## config.mk

```make
export PLATFORM = sky130hd
export DESIGN_NAME = sync_fifo
export DESIGN_NICKNAME = d
export VERILOG_FILES = /design/src/rtl/sync_fifo.sv
export SDC_FILE = /design/constraint.sdc
export NUM_CORES = 1
export LEC_CHECK = 0
export BUFFER_PORTS_ARGS = -buffer_cell sky130_fd_sc_hd__buf_2
export CAP_MARGIN = 5
export CORE_AREA = 5 5 85 87
export CTS_BUF_LIST = sky130_fd_sc_hd__clkbuf_8
export CTS_CLUSTER_DIAMETER = 50
export DETAILED_ROUTE_END_ITERATION = 10
export DIE_AREA = 0 0 90 92
export GPL_TIMING_DRIVEN = 0
export HOLD_SLACK_MARGIN = 0.06
export PLACE_DENSITY_LB_ADDON = 0.05
export SLEW_MARGIN = 20
export SYNTH_ARGS = -nofsm -noshare
export SYNTH_HDL_FRONTEND = slang
export SYNTH_SLANG_ARGS = --single-unit
```

## constraint.sdc

```tcl
create_clock -name clk -period 2.6 [get_ports clk]
set_input_delay 0 -clock clk [delete_from_list [all_inputs] [get_ports clk]]
set_output_delay 0 -clock clk [all_outputs]
set_load 0.02 [all_outputs]
```

## src/rtl/sync_fifo.sv

```systemverilog
// Show-ahead FIFO with occupancy count and synchronous flush.
// Serves as the fetch L0 buffer: replies in, decode pops, redirect clears.
module sync_fifo #(
  parameter int SLOTS = 2,
  parameter int WIDTH = 32,
  localparam int OW = $clog2(SLOTS > 1 ? SLOTS : 2) + 1
) (
  input  logic             clk,
  input  logic             rst,
  input  logic             clear_i,
  input  logic             write_i,
  input  logic             read_i,
  input  logic [WIDTH-1:0] data_i,
  output logic [WIDTH-1:0] data_o,
  output logic             error_o,
  output logic             full_o,
  output logic             empty_o,
  output logic [OW-1:0]    ocup_o
);

  localparam int PW = OW - 1;
  localparam logic [PW-1:0] LAST = PW'(SLOTS - 1);

  logic [WIDTH-1:0] storage [SLOTS];
  logic [PW-1:0]    wr_ptr;
  logic [PW-1:0]    rd_ptr;
  logic [OW-1:0]    count;
  logic             push;
  logic             pop;

  assign full_o  = (count == OW'(SLOTS));
  assign empty_o = (count == '0);
  assign ocup_o  = count;
  assign data_o  = storage[rd_ptr];

  assign push = write_i && !full_o && !clear_i;
  assign pop  = read_i && !empty_o && !clear_i;

  assign error_o = !clear_i &&
                   ((write_i && full_o) ||
                    (read_i && empty_o));

  // Explicit wrap so non-power-of-2 depths work.
  function automatic logic [PW-1:0] adv(
    input logic [PW-1:0] p
  );
    return (p == LAST) ? '0 : p + PW'(1);
  endfunction

  always_ff @(posedge clk) begin
    if (rst) begin
      for (int i = 0; i < SLOTS; i++)
        storage[i] <= '0;
      wr_ptr <= '0;
      rd_ptr <= '0;
      count  <= '0;
    end else if (clear_i) begin
      wr_ptr <= '0;
      rd_ptr <= '0;
      count  <= '0;
    end else begin
      if (push) begin
        storage[wr_ptr] <= data_i;
        wr_ptr          <= adv(wr_ptr);
      end
      if (pop)
        rd_ptr <= adv(rd_ptr);
      unique case ({push, pop})
        2'b10:   count <= count + OW'(1);
        2'b01:   count <= count - OW'(1);
        default: count <= count;
      endcase
    end
  end

endmodule

```

==> impl_metrics.yaml <==
status:
  status: "finished, final reports clean"
worst_setup_path:
  critPathArrivalTime_ps: 2080
  crit_type: "reg2reg"
  cp_num_buf_inv: 1
  critical_path_required_ps: 2550
  worstPathCellList: "inv_2, nor4_4, or2_2"
  crit_fanout: 32
  slowest_delay_ps: 730
  critPathTopFamily: "simple AND/OR/NAND/NOR gates"
  start_kind: "register"
  slowest_stage: "or2_2"
  worstSetupEndpointType: "register"
routing:
  ant_nets: 0
  drt_wl_total_um: 5780
  firstDrtPassIters: 4
  via_per_inst: 4.79
  vias: 1926
  route.detailed.drc: 0
  routedWlPerCell_um: 14.4
  drt_iter0_drc: 68
layout:
  final_cell_mix: "buf_2, and2_1, edfxtp_1"
  area_growth_pct: 34.1
  final_util_pct: 65.7
  num-fill-cells: 479
  final_layout_size_suffix_gt1_share_pct: 38.5
  final_common_cell: "buf_2"
  finalNetCount: 358
  diodes: 0
synth:
  yosys.area_share.simple_pct: 16.5
  ys_warn_count: 0
  synth_top_family_by_area: "simple AND/OR/NAND/NOR gates"
  synth.avg_cell_area_um2: 15.1
  synth.ff_latch_count: 69
  synth_fp_nets: 241
  synth_compound_area_share_pct: 1.06
  synthDistinctLibCells: 24
  synth_cells: 203
  netlist_top_cells_area: "edfxtp_1, and2_1, mux2_2"
  synth_mux_area_share_pct: 12.0
  yosysSeqAreaShare_pct: 65.7
  synth_top_area_share_pct: 62.5
  syn-cell-area_um2: 3080
  synth_xor_area_share_pct: 0.854
  synth_area_leader_cell: "edfxtp_1"
  synthAdderAreaFrac_pct: 0.407
power_and_ir_drop:
  power.density_nw_per_um2: 617
  leakage_nw: 1.74
  ir_drop_mv: 0.440
  finalPower_mw: 2.54
clock_network:
  cts_buffers: 9
  clock_latency_ps: 330
  h-tree-depth: 3
  cts.sinks: 69
  cts_tree: "built"
  cts_resized: 0
  root_buffer: "clkbuf_8"
  clkTransAtPathRegs_ps: 70
  cts_buffer_depth: 2
die:
  die_height_um: 92
  core.rowCount: 29
  chipWidth_um: 90
  dieArea_um2: 8280
  core_area_um2: 6280
  ios: 74
  initial_core_util_pct: 49.0
place:
  globalplace.congestion: 0.674
  io_buffer_count: 73
  hpwlAfterDp_um: 3840
grt:
  grtUsageTotal_pct: 14.5
  grt_max_degree: 33
  grt_first_pass_wirelength_um: 9470
  grtUsageMet3_pct: 3.03
  antenna_found_initial: 0
  grt_pass1_vias: 2051
  grtUsageMet1_pct: 16.5
  use_met2_pct: 26.4
  top_usage_layer: "met2"
  gr-total-overflow: 0
worst_hold_path:
  min_path_type: "in2reg"
timing:
  max_freq_mhz: 470
  rsz0062_at_grt: "no"
  setup-violations-final: 0
  worstMarginPinSlew_ps: 805
  clock_skew_ps: 5.17
  relSlewSlack_pct: 46.4
  finalHoldViolCount: 0
  fin_crit_ps: 2130
  finalSetupTns_ps: 0
  fin_crit_sh_pct: 81.8
  drv_slew: 0
run:
  cap_violations: 0
[cells by family after synthesis]
group	Yosys count
AO/OA/AOI/OAI	6
buffers and inverters	13
multiplexers	33
XOR/XNOR	3
flip-flops	69
adder cells (fa/ha/maj)	1
AND/OR/NAND/NOR	78
[timing repair]
item	in CTS	in global routing
setup buffers	0	0
endpoints found under the hold margin	64	0
endpoints found under the setup margin	0	0
hold buffers	32	0
[stage by stage]
step | worst slack (ps) | instance area [µm²] | hold slack (ps) | cells
final | 472 | 4130 | 110 | 402
after CTS | 412 | 4130 | 93.7 | 402
after global routing | 319 | 4130 | 117 | 402
after detailed placement | 423 | 3580 | 292 | 354
after floorplan | 209 | 3080 | 83.1 | 203
after global placement | -201 | 3540 | 287 | 353
[cell type report]
class | count | area, µm² | area share, %
clock buffers | 9 | 124 | 3.00
flip-flops and latches | 69 | 2020 | 49.0
repair buffers | 106 | 713 | 17.3
well taps | 77 | 96.3 | 2.34
multi-input cells | 121 | 960 | 23.3
plain buffers | 11 | 97.6 | 2.37
clock inverters | 7 | 105 | 2.55
inverters | 2 | 7.51 | 0.182
[flip-flops by register name, indices dropped and copies added (netlist names), named ones only]
signal,count
rd_ptr,1
wr_ptr,1
storage,64
ocup_o,2
[final timing paths]
| kind | start | to | slack (ps) | cells after the start |
|---|---|---|---|---|
| hold / removal | rst | ocup_o[1] | 110 | 4 |
| hold reg to reg | rd_ptr | register | 510 | 2 |
| setup reg to reg | wr_ptr | storage[1][2] | 470 | 3 |
| setup / recovery | wr_ptr | storage[1][2] | 470 | 3 |
[tightest hold or removal path, delay by kind of cell]
kind	cells	cell delay (ps)
AO/OA/AOI/OAI	1	40
buffers and inverters	2	230
AND/OR/NAND/NOR	1	110
[routing by layer]
| metal | vias to the layer above | wire [µm] |
|---|---|---|
| met3 | 7 | 274 |
| met5 | - | 0 |
| li1 | 950 | - |
| met1 | 920 | 2480 |
| met4 | 0 | 70 |
| met2 | 49 | 2960 |
[cell usage after synthesis]
library cell  instances
and2_1               64
edfxtp_1             64
mux2_2               23
mux2_1                9
buf_6                 7
dfxtp_1               5
nor2_1                5
buf_2                 3
o21ai_0               3
or3_1                 3
a21oi_1               2
nor4_4                2
xor2_1                2
clkbuf_1              1
ha_1                  1
inv_1                 1
inv_2                 1
mux2i_1               1
nor2b_2               1
nor3_1                1
o21bai_1              1
or2_1                 1
or2_2                 1
xnor2_1               1
[report_power, final]
part	total (mW)	switching [mW]	internal [mW]
clock	0.991	0.367	0.624
combinational	0.269	0.140	0.129
sequential	1.28	0.0146	1.27
Power figures use the tool's default switching activity.
